### src/rtl/keypad_pkg.sv
// keypad_pkg: shared constants and helpers for the keypad front end.
//   KEY_W        width of the one-hot key vector (bit index = row*COLS + col)
//   ROWS, COLS   matrix geometry
//   KEY_*        key positions as seen by the downstream one-hot-to-BCD decoder
//   popcount16   number of set bits in a key vector
//   onehot_to_idx binary index of the (highest) set bit of a key vector
package keypad_pkg;

  localparam int KEY_W = 16;
  localparam int ROWS  = 4;
  localparam int COLS  = 4;

  localparam int KEY_ENTER   = 0;
  localparam int KEY_0       = 3;
  localparam int KEY_3       = 5;
  localparam int KEY_2       = 6;
  localparam int KEY_1       = 7;
  localparam int KEY_CLR_ALL = 8;
  localparam int KEY_6       = 9;
  localparam int KEY_5       = 10;
  localparam int KEY_4       = 11;
  localparam int KEY_CLR     = 12;
  localparam int KEY_9       = 13;
  localparam int KEY_8       = 14;
  localparam int KEY_7       = 15;

  function automatic logic [4:0] popcount16(input logic [KEY_W-1:0] v);
    logic [4:0] c;
    c = 5'd0;
    for (int k = 0; k < KEY_W; k++) begin
      c = c + {4'd0, v[k]};
    end
    return c;
  endfunction

  function automatic logic [3:0] onehot_to_idx(input logic [KEY_W-1:0] v);
    logic [3:0] idx;
    idx = 4'd0;
    for (int k = 0; k < KEY_W; k++) begin
      if (v[k]) begin
        idx = 4'(k);
      end
    end
    return idx;
  endfunction

endpackage

### src/rtl/keypad_debounce.sv
// keypad_debounce: snapshot-stability filter for the 16-bit key matrix.
//   clk, rst      clock and synchronous active-high reset
//   snapshot_i    completed full-scan snapshot (valid when scan_done_i)
//   scan_done_i   one-cycle pulse at the end of each full scan
//   debounced_o   snapshot that has been seen DEBOUNCE_SCANS scans in a row
module keypad_debounce
  import keypad_pkg::*;
#(
  parameter int DEBOUNCE_SCANS = 10
) (
  input  logic             clk,
  input  logic             rst,
  input  logic [KEY_W-1:0] snapshot_i,
  input  logic             scan_done_i,
  output logic [KEY_W-1:0] debounced_o
);

  // Counter must be able to hold DEBOUNCE_SCANS itself.
  localparam int CNT_W = $clog2(DEBOUNCE_SCANS + 1);
  localparam logic [CNT_W-1:0] CNT_MAX = CNT_W'(DEBOUNCE_SCANS);

  logic [KEY_W-1:0] prev_q, prev_d;
  logic [KEY_W-1:0] deb_q, deb_d;
  logic [CNT_W-1:0] cnt_q, cnt_d;

  // Stability counting: a new pattern counts as its first scan.
  always_comb begin
    prev_d = prev_q;
    deb_d  = deb_q;
    cnt_d  = cnt_q;
    if (scan_done_i) begin
      if (snapshot_i == prev_q) begin
        cnt_d = (cnt_q == CNT_MAX) ? cnt_q : cnt_q + CNT_W'(1);
      end else begin
        cnt_d  = CNT_W'(1);
        prev_d = snapshot_i;
      end
      if (cnt_d == CNT_MAX) begin
        deb_d = snapshot_i;
      end
    end
  end

  always_ff @(posedge clk) begin
    if (rst) begin
      prev_q <= '0;
      deb_q  <= '0;
      cnt_q  <= '0;
    end else begin
      prev_q <= prev_d;
      deb_q  <= deb_d;
      cnt_q  <= cnt_d;
    end
  end

  assign debounced_o = deb_q;

endmodule

### src/rtl/keypad_scan.sv
// keypad_scan: 4x4 active-low matrix keypad scanner with debounce.
//   clk, rst   clock and synchronous active-high reset
//   row_in     keypad rows, active-low, asynchronous to clk
//   col_out    column drive, active-low, one bit low at a time
//   onehot     debounced single-key vector, zero when idle or chorded
//   key_valid  one-cycle strobe on each new single-key press
//   key_code   binary index of the last valid key (holds after release)
//   multi_key  high while more than one key is debounced down
module keypad_scan
  import keypad_pkg::*;
#(
  parameter int SCAN_DIV       = 50000,
  parameter int DEBOUNCE_SCANS = 10
) (
  input  logic             clk,
  input  logic             rst,
  input  logic [ROWS-1:0]  row_in,
  output logic [COLS-1:0]  col_out,
  output logic [KEY_W-1:0] onehot,
  output logic             key_valid,
  output logic [3:0]       key_code,
  output logic             multi_key
);

  localparam int SLOT_W = $clog2(SCAN_DIV);
  localparam logic [SLOT_W-1:0] SLOT_LAST = SLOT_W'(SCAN_DIV - 1);

  logic [ROWS-1:0]   sync1_q, sync2_q;
  logic [SLOT_W-1:0] slot_q;
  logic [1:0]        col_idx_q;
  logic [COLS-1:0]   col_q;
  logic [KEY_W-1:0]  snap_q, snap_d;
  logic [KEY_W-1:0]  onehot_q;
  logic              kv_q;
  logic [3:0]        code_q;
  logic              multi_q;

  logic              slot_last_s;
  logic              scan_done_s;
  logic [KEY_W-1:0]  debounced_s;
  logic [4:0]        pop_s;
  logic              single_s;

  assign slot_last_s = (slot_q == SLOT_LAST);
  assign scan_done_s = slot_last_s && (col_idx_q == 2'd3);

  // Sample the current column at slot end, after SCAN_DIV-1 settle cycles.
  always_comb begin
    snap_d = snap_q;
    if (slot_last_s) begin
      for (int r = 0; r < ROWS; r++) begin
        snap_d[{r[1:0], col_idx_q}] = ~sync2_q[r];
      end
    end
  end

  // The filter sees the snapshot including the column-3 bits written this cycle.
  keypad_debounce #(
    .DEBOUNCE_SCANS(DEBOUNCE_SCANS)
  ) u_debounce (
    .clk        (clk),
    .rst        (rst),
    .snapshot_i (snap_d),
    .scan_done_i(scan_done_s),
    .debounced_o(debounced_s)
  );

  assign pop_s    = popcount16(debounced_s);
  assign single_s = (pop_s == 5'd1);

  // Synchronizer, scan sequencer, snapshot and registered output stage.
  always_ff @(posedge clk) begin
    if (rst) begin
      sync1_q   <= 4'hF;
      sync2_q   <= 4'hF;
      slot_q    <= '0;
      col_idx_q <= 2'd0;
      col_q     <= 4'b1110;
      snap_q    <= '0;
      onehot_q  <= '0;
      kv_q      <= 1'b0;
      code_q    <= 4'd0;
      multi_q   <= 1'b0;
    end else begin
      sync1_q <= row_in;
      sync2_q <= sync1_q;
      snap_q  <= snap_d;
      if (slot_last_s) begin
        slot_q    <= '0;
        col_idx_q <= col_idx_q + 2'd1;
        col_q     <= {col_q[2:0], col_q[3]};
      end else begin
        slot_q <= slot_q + SLOT_W'(1);
      end
      onehot_q <= single_s ? debounced_s : '0;
      multi_q  <= (pop_s > 5'd1);
      // Strobe on any change to a different single key; release is silent.
      if (single_s && (debounced_s != onehot_q)) begin
        kv_q   <= 1'b1;
        code_q <= onehot_to_idx(debounced_s);
      end else begin
        kv_q <= 1'b0;
      end
    end
  end

  assign col_out   = col_q;
  assign onehot    = onehot_q;
  assign key_valid = kv_q;
  assign key_code  = code_q;
  assign multi_key = multi_q;

endmodule

### config.mk
export PLATFORM = sky130hd
export DESIGN_NAME = keypad_scan
export DESIGN_NICKNAME = d
export VERILOG_FILES = /design/src/rtl/keypad_pkg.sv /design/src/rtl/keypad_debounce.sv /design/src/rtl/keypad_scan.sv
export SDC_FILE = /design/constraint.sdc
export NUM_CORES = 1
export LEC_CHECK = 0
export ABC_AREA = 1
export CORE_AREA = 2 2 115 117
export CTS_CLUSTER_DIAMETER = 40
export DETAILED_ROUTE_END_ITERATION = 10
export DIE_AREA = 0 0 117 119
export GPL_TIMING_DRIVEN = 0
export PLACE_DENSITY_LB_ADDON = 0.2
export SYNTH_ARGS = -nofsm -noshare
export SYNTH_HDL_FRONTEND = slang
export SYNTH_SLANG_ARGS = --single-unit
### constraint.sdc
create_clock -name clk -period 7.07 [get_ports clk]
set_input_delay 1.7675 -clock clk [delete_from_list [all_inputs] [get_ports clk]]
set_output_delay 1.7675 -clock clk [all_outputs]
set_load 0.01 [all_outputs]
Word-level counts from Yosys, hierarchy flattened. Index checks and enable logic that the tools add are counted.

Word-level logic and storage cells: 95. Bits of input ports: 6. Memory bits (writable): 0. Memories kept: 0. Latch bits: 0. Bits in read-only memories: 0. Flip-flop bits (word level): 104.

Add/sub/neg operators: 18. Multiplexer cells: 32. Equal/unequal tests: 7. Order comparisons: 9. Reduce and logical (&&, ||, !) cells: 10. Bitwise operators: 6. Div/mod/pow operators: 0. Shift-type cells: 0. Multipliers: 0.

Operators by type and width (count): $mux W4 (17); $bwmux W16 (4); $add A5 B1 Y5 (11); $add A16 B1 Y16 const B (1); $eq A16 B16 Y1 (1); $eq A16 B16 Y1 const B (1); $mux W16 (1); $ne A16 B16 Y1 (1); $lt A4 B5 Y1 const B (2); $demux W1 S2 (4); $eq A4 B4 Y1 const B (2); $ge A4 B1 Y1 const B (2); $logic_and A1 B1 Y1 (6); $mux W1 (6); $not A1 Y1 (6); $add A4 B1 Y5 (1); $eq A5 B1 Y1 const B (1); $gt A5 B1 Y1 const B (1); $lt A2 B5 Y1 const B (1); $lt A3 B5 Y1 const B (1); $add A3 B1 Y4 (1); $add A4 B1 Y4 const B (1); $reduce_and A2 Y1 (2); $reduce_or A2 Y1 (2); other kinds (6) (6).

Logic depth before layout (Yosys ltp). Gate-level depths: netlist of run 1.

Depth in word-level cells: 18. Gate-level depth with buffers: 19.

Modules after synthesis. A second synthesis of run 1 with hierarchy kept.

Cell total of the unflattened synthesis: 708. Area total of the unflattened synthesis: 5007.3 um^2.

By module, submodules not included: keypad_scan (cells each 424, times used 1, area an instance 3191.8 um^2); keypad_debounce (cells each 284, times used 1, area an instance 1815.5 um^2).

Worst setup path after synthesis of run 1. OpenSTA, ideal clock, no wires.

Path kind: flip-flop to flip-flop. Start point: register u_debounce.deb_q[0] (netlist: u_debounce.debounced_o[0]). End point: register onehot_q[10] (netlist: onehot[10]). Stages on the path, launching flop included: 15. Period minus slack after synthesis: 4.051 ns. Setup slack: 3.019 ns. Data arrival time: 3.984 ns. Path buffers: 1. Setup time: 0.066 ns. Cells stage by stage: dfxtp_1 fa_1 inv_1 fa_1 fa_1 fa_1 inv_1 ha_1 fa_1 a2111oi_0 o21ai_0 nor2_1 nand2_1 clkbuf_1 nor2_1.

Longest elaborated chain between the ends: 18.

RTL lines: start, declared (RTL line keypad_debounce.sv:23) `logic [KEY_W-1:0] deb_q, deb_d;`; start signal, assigned (RTL line keypad_debounce.sv:47) `deb_q <= '0;`; start signal, assigned (RTL line keypad_debounce.sv:51) `deb_q <= deb_d;`; $add A1 B1 Y2 (RTL line keypad_pkg.sv:31) `c = c + {4'd0, v[k]};`; $add A2 B1 Y3 (RTL line keypad_pkg.sv:31); $add A3 B1 Y4 (RTL line keypad_pkg.sv:31); $add A4 B1 Y5 (RTL line keypad_pkg.sv:31); $add A5 B1 Y5 (11 in series) (RTL line keypad_pkg.sv:31); $eq A5 B1 Y1 (RTL line keypad_scan.sv:69) `assign single_s = (pop_s == 5'd1);`; $not A1 Y1 (no line); $reduce_or A2 Y1 (no line); end signal, assigned (RTL line keypad_scan.sv:95) `onehot_q <= single_s ? debounced_s : '0;`; end, declared (RTL line keypad_scan.sv:33) `logic [KEY_W-1:0] onehot_q;`.

Every way passes these cells. A chain may end at the register's enable or synchronous reset.

Final worst setup path of run 1.
Start point: register u_debounce.deb_q[9] (netlist: u_debounce.debounced_o[9]). End point: register onehot_q[8] (netlist: onehot[8]).

Longest elaborated chain between the ends: 10.

RTL lines (RTL line): $add A5 B1 Y5 (7 in series) (keypad_pkg.sv:31); $eq A5 B1 Y1 (keypad_scan.sv:69); $not A1 Y1 (no line); $reduce_or A2 Y1 (no line).

Every way passes these cells.

==> results of run 1 <==
-- worst max-delay path: stages (launching register included) --
cell,delay [ns]
dfxtp_1,0.49
fa_1,0.47
inv_1,0.08
fa_1,0.43
fa_1,0.50
fa_1,0.50
inv_1,0.04
ha_1,0.21
fa_1,0.45
a2111oi_0,0.35
o21ai_0,0.20
nor2_1,0.16
nand2_1,0.19
clkbuf_1,0.31
nor2_1,0.17
-- layout make-up --
class                      count  area, um2  share of cell area (%)
buffer                        23        131                    2.03
clock buffer                  10        229                    3.54
clock inverter                 6       66.3                    1.03
inverter                     102        383                    5.93
multi-input combinational    583       3040                    47.0
sequential                   104       2080                    32.2
tap                          176        220                    3.41
timing repair buffer          31        310                    4.80
-- cells in the mapped netlist --
library cell,instances,area (um2)
or2_2,11,68.8
and2_1,1,6.26
clkinv_1,1,3.75
nor4_1,5,31.3
nor3_1,2,10.0
nand3b_1,2,15.0
nor2_8,2,40.0
a2111oi_0,1,8.76
nor2_2,3,18.8
o21ai_0,37,185
nor3b_1,3,22.5
o31ai_1,1,7.51
nor2_4,3,33.8
nor2_1,128,480
nand2_1,196,736
nand3_2,11,110
nand2_4,3,33.8
o21a_1,1,7.51
dfxtp_1,104,2080
xor2_1,13,114
a211oi_1,1,7.51
and3_1,2,12.5
xnor2_1,7,61.3
buf_2,3,15.0
ha_1,12,150
inv_1,99,372
nand2_2,7,43.8
fa_1,10,200
inv_2,2,7.51
nand4_1,17,106
buf_4,3,22.5
a31oi_1,4,25.0
nand3_1,68,340
clkbuf_1,13,48.8
o211ai_1,1,7.51
buf_6,4,45.0
a21oi_1,31,155
-- cell families (layout without fill, tap and decap cells) --
logic type,count (synthesis),in the layout,share of synthesized area [%]
compound gates,77,77,7.17
xor+xnor,20,20,3.11
fa+ha+maj,22,22,6.22
buf+inv,125,172,9.13
flops,104,104,36.9
simple gates,464,464,37.4
-- flip-flops by register name (all words and copies together) (netlist names), 16 cells and up --
register                cells
snap_q                     16
u_debounce.prev_q          16
u_debounce.debounced_o     16
slot_q                     16
onehot                     16
-- per-layer routing --
layer	up-vias	wire [um]	global-route usage [%]	share of wire [%]
met5	-	0	0	0
met4	0	227	6.91	1.6
met3	14	629	4.53	4.5
met2	105	5780	30.3	42
met1	2340	7260	32.8	52
li1	2658	-	-	-
-- how the worst max path moves through the flow --
| stage | start | endpoint | slack, ns | cells past startpoint |
|---|---|---|---|---|
| after floorplan | u_debounce.debounced_o[0]$_SDFFE_PP0P_ | onehot[10]$_SDFF_PP0_ | 3.02 | 14 |
| after global placement | u_debounce.debounced_o[0]$_SDFFE_PP0P_ | onehot[8]$_SDFF_PP0_ | 2.54 | 14 |
| after detailed placement | u_debounce.debounced_o[9]$_SDFFE_PP0P_ | onehot[8]$_SDFF_PP0_ | 2.49 | 14 |
| after CTS | u_debounce.debounced_o[0]$_SDFFE_PP0P_ | onehot[8]$_SDFF_PP0_ | 2.46 | 14 |
| after global routing | u_debounce.debounced_o[0]$_SDFFE_PP0P_ | onehot[8]$_SDFF_PP0_ | 2.14 | 14 |
| final | u_debounce.debounced_o[9]$_SDFFE_PP0P_ | onehot[8]$_SDFF_PP0_ | 2.45 | 14 |
-- power by group --
| part | leakage [nW] | internal (mW) | switching [mW] |
|---|---|---|---|
| clock network | 0.148 | 0.278 | 0.237 |
| logic | 1.96 | 0.00789 | 0.0146 |
| registers | 0.840 | 0.589 | 0.00264 |
-- metrics by stage --
stage | instance area (um2) | std cells
after floorplan | 5640 | 812
final | 6460 | 1035
after detailed placement | 6170 | 1019
after global routing | 6460 | 1035
after CTS | 6460 | 1035
after global placement | 6170 | 1019
==> impl_results.md, run 1 <==
- Crit path time final: 4.62 ns
- Initial antenna violation count: 0
- Hold Slack: 0.405 ns
- FF+latch count, synth: 104
- Antenna Cells: 0
- Die width: 117 um
- Post-Syn Area: 0.00564 mm2
- Filler instances: 1322
- 1st-pass router iterations: 5
- Worst Path Max Fanout: 10
- Status: finished, final reports clean
- Total track usage: 21.6%
- Layout cells sized above 1: 7.80%
- Initial core utilization: 43.8%
- Post-route ant nets: 0
- Worst slack, placed: 2.49 ns
- Clk slew on worst S/H paths: 0.08 ns
- Worst path required time: 7.36 ns
- Data arrival, critical path: 4.91 ns
- Hold WC Path Type: flip-flop to flip-flop
- Max-slew headroom: 51.9%
- Reg2Reg Setup Slack: 2.45 ns
- Worst-case clock buffer depth: 2
- Syn Nets: 840
- Routed len/inst: 13.4 um
- Ys Warns: 0
- Fmax: 216 MHz
- Number of port buffers: 31
- Peak supply drop: 145 uV
- Largest net degree at the start of global routing: 18
- Vias in the first global route: 4670
- Sequential fraction of the synthesis area: 36.9%
- Syn_area_per_cell: 6.94 um2
- Area of the core: 0.0129 mm2
- Fin util: 50.2%
- Wire length of the first global-routing pass: 23300 um
- Clock Latency Late Sink: 0.36 ns
- DIE AREA: 0.0139 mm2
- PwrDens: 175 mW/mm2
- Final setup margin: 2.45 ns
- R2R Path End: onehot[8]$_SDFF_PP0_
- Layout area overhead: 14.7%
- PostCTS Resize Cnt: 0
- Post-route clock skew: 0.0123 ns
- Total Wirelength: 13900 um
- Global route total overflow: 0
- Setup crit end kind: flip-flop
- RSZ-0062 raised after global routing: no
- Commonest non-fill, non-tap cell in the layout: nand2_1
- Worst Setup Path Type: flip-flop to flip-flop
- Post CTS Setup Buffer Count: 0
- Post-CTS Hold Buffers: 0
- HP Start: sync1_q[1]$_SDFF_PP1_
- Initial DRC Count: 301
- Clock sinks: 104
- Hold path depth: 1
- R2R Path Start: u_debounce.debounced_o[9]$_SDFFE_PP0P_
- Register-to-Register Path Depth: 14
- Most frequent cells in the layout: nand2_1, nor2_1, dfxtp_1, inv_1, nand3_1
- Hold Vio Cnt, Final: 0
- Lkg Pwr: 2.95 nW
- Die Ht: 119 um
- NumNets Final: 882
- Setup crit start kind: flip-flop
- IO Pins: 32
- Final Wtd Congestion: 0.865
- Row count: 42
- H-tree depth: 3
- Root buf cell: clkbuf_16
- Endpoint, Worst Hold: sync2_q[1]$_SDFF_PP1_
- DR vias/cell: 4.94
- Maximum capacitance violations: 0
- Number of CTS-inserted buffers: 9
- Hpwl dp: 10200 um
- Setup TNS: 0 ns
- Slew Limit Fails: 0
- Distinct cells, synth: 37
- Routed via count: 5117
- Fin crit share: 65.4%
- TritonCTS clock tree: done
- Final setup violation count: 0
- Total power: 1.13 mW
- Cells after Synth: 812
- DRC: 0
- Worst Tran Pin Value: 0.722 ns
Note: power is estimated with default switching activity, not from simulation.
==> run 2: changes to the inputs <==
- clock period: 7.07 -> 4.3 ns (I/O delays scaled with it)
==> run 2 against run 1 <==
  * Clock-buffer cell count unchanged
  * Clock skew decreased by 0.0014 ns
  * Critical endpoint is now key_code[3]$_SDFFE_PP0P_
  * Global-route usage increased by 0.11 points
  * Non-clock buffer count increased by 3
  * Clock power increased by 63%
  * Routed wire length increased by 0.88%
  * Flip-flop and latch count unchanged
  * Critical path depth increased by 1
  * Total power increased by 64%
  * Critical path type unchanged
  * Via count about the same
  * Sequential share of layout area decreased by 0.28 points
==> impl_results.md, run 2 (same netlist as run 1, synthesis figures left out) <==
- Peak supply drop: 239 uV
- Post-CTS Hold Buffers: 0
- Area of the core: 0.0129 mm2
- Crit-path cells: fa_1 -> inv_1 -> fa_1 -> fa_1 -> fa_1 -> inv_2 -> ha_4 -> fa_2 -> a2111oi_4 -> o21ai_2 -> nor2_4 -> nand2_4 -> clkinv_4 -> o21ai_1 -> a31oi_1
- Worst path required time: 4.59 ns
- Layout cells sized above 1: 10.4%
- Final Wtd Congestion: 0.865
- Crit path time final: 4.19 ns
- Clk slew on worst S/H paths: 0.07 ns
- Worst-case clock buffer depth: 2
- Setup TNS: 0 ns
- PwrDens: 281 mW/mm2
- Row count: 42
- DIE AREA: 0.0139 mm2
- Post-route clock skew: 0.0109 ns
- Worst Path Buf+Inv: 3
- Fmax: 239 MHz
- H-tree depth: 3
- DR vias/cell: 4.93
- Die Ht: 119 um
- Worst Path Max Fanout: 7
- Initial core utilization: 43.8%
- Commonest non-fill, non-tap cell in the layout: nand2_1
- Total power: 1.85 mW
- Hpwl dp: 10200 um
- Reg2Reg Setup Slack: 0.11 ns
- CP max-delay cell: fa_1
- Total Wirelength: 14000 um
- R2R Path End: key_code[3]$_SDFFE_PP0P_
- Setup crit start kind: flip-flop
- TritonCTS clock tree: done
- Most frequent cells in the layout: nand2_1, nor2_1, inv_1, dfxtp_1, nand3_1
- IO Pins: 32
- Number of CTS-inserted buffers: 9
- Root buf cell: clkbuf_16
- Total track usage: 21.7%
- Hold WC Path Type: flip-flop to flip-flop
- R2R Path Start: u_debounce.debounced_o[3]$_SDFFE_PP0P_
- Fin crit share: 97.4%
- Crit path largest cell delay: 0.55 ns
- Clock sinks: 104
- CP delay by family, top: adder cells
- Initial antenna violation count: 0
- Hold Vio Cnt, Final: 0
- Setup crit end kind: flip-flop
- Slew Limit Fails: 0
- Data arrival, critical path: 4.47 ns
- Routed via count: 5120
- Wire length of the first global-routing pass: 23400 um
- Worst Setup Path Type: flip-flop to flip-flop
- Critical Path Sink: key_code[3]$_SDFFE_PP0P_
- Largest net degree at the start of global routing: 18
- Crit-path most repeated cell: fa_1
- Stages on worst setup path: 15
- Die width: 117 um
- Final setup violation count: 0
- Lkg Pwr: 2.99 nW
- Layout area overhead: 16.8%
- Number of port buffers: 31
- Initial DRC Count: 329
- Global route total overflow: 0
- Worst Tran Pin Value: 0.736 ns
- Crit. Startpoint: u_debounce.debounced_o[3]$_SDFFE_PP0P_
- RSZ-0062 raised after global routing: yes
- DRC: 0
- Vias in the first global route: 4692
- Clock Latency Late Sink: 0.36 ns
- Routed len/inst: 13.5 um
- Status: finished, final reports clean
- Antenna Cells: 0
- Filler instances: 1301
- NumNets Final: 885
- Maximum capacitance violations: 0
- Post-route ant nets: 0
- 1st-pass router iterations: 4
- Register-to-Register Path Depth: 15
- Max-slew headroom: 50.9%
## run 2: cell types whose count changed in the layout (fill, tap and decap cells not counted), sizes merged
cell,delta
clkbuf,-1
clkinv,+1
buf,+4
inv,-1
## run 2: report_power, final
part | switching, mW | internal (mW)
combinational | 0.0246 | 0.0131
sequential | 0.00432 | 0.965
clock | 0.386 | 0.456
## run 2: metal layers
layer  up-vias  wire length, um  global-route usage (%)  part of all wire (%)
li1       2662                -                       -                     -
met1      2340             7240                    33.0                    52
met2       101             5880                    30.5                    42
met3        17              673                    4.53                   4.8
met4         0              224                    6.91                   1.6
met5         -                0                       0                     0
## run 2: cell type report
class                           instances  area (um2)  share of cell area, %
Buffer                                 22         128                   1.94
Clock buffer                           10         229                   3.48
Sequential cell                       104        2100                   31.9
Tap cell                              176         220                   3.35
Timing Repair Buffer                   35         340                   5.17
Clock inverter                          6        66.3                   1.01
Inverter                              102         388                   5.89
Multi-Input combinational cell        583        3110                   47.2
## run 2: how the worst min path moves through the flow
stage,startpoint,to,slack (ns),cells past startpoint
floorplan,sync1_q[0]$_SDFF_PP1_,sync2_q[0]$_SDFF_PP1_,0.39,1
finish,sync1_q[1]$_SDFF_PP1_,sync2_q[1]$_SDFF_PP1_,0.40,1
global route,sync1_q[2]$_SDFF_PP1_,sync2_q[2]$_SDFF_PP1_,0.43,1
detailed placement,sync1_q[0]$_SDFF_PP1_,sync2_q[0]$_SDFF_PP1_,0.39,1
global placement,sync1_q[1]$_SDFF_PP1_,sync2_q[1]$_SDFF_PP1_,0.39,1
CTS,sync1_q[0]$_SDFF_PP1_,sync2_q[0]$_SDFF_PP1_,0.41,1
## run 2: stage by stage
| step | instance area (um2) | utilization [%] | instances | setup WS, ns | hold WS (ns) |
|---|---|---|---|---|---|
| 6_report | 6580 | 51.1 | 1038 | 0.112 | 0.404 |
| 5_1_grt | 6580 | 51.1 | 1038 | -0.0234 | 0.425 |
| 3_5_place_dp | 6170 | 47.9 | 1019 | -0.279 | 0.393 |
| 2_1_floorplan | 5640 | - | 812 | 0.249 | 0.389 |
| 3_3_place_gp | 6170 | 47.9 | 1019 | -0.230 | 0.390 |
| 4_1_cts | 6500 | 50.5 | 1036 | 0.000940 | 0.412 |
## run 2: repair_timing
item	4_1_cts	5_1_grt
endpoints found under the setup margin	14	21
gates resized for setup	18	21
pin swaps	2	9
endpoints found under the hold margin	0	0
setup buffers	1	3
## run 2: worst reg2reg max path: cells and delay by family, from the launching register on
| kind | cells | cell delay (ns) |
|---|---|---|
| and+or+nand+nor | 2 | 0.25 |
| adders and majority gates | 6 | 2.57 |
| AOI/OAI and AO/OA | 4 | 0.74 |
| DFF | 1 | 0.37 |
| buffers and inverters | 3 | 0.19 |
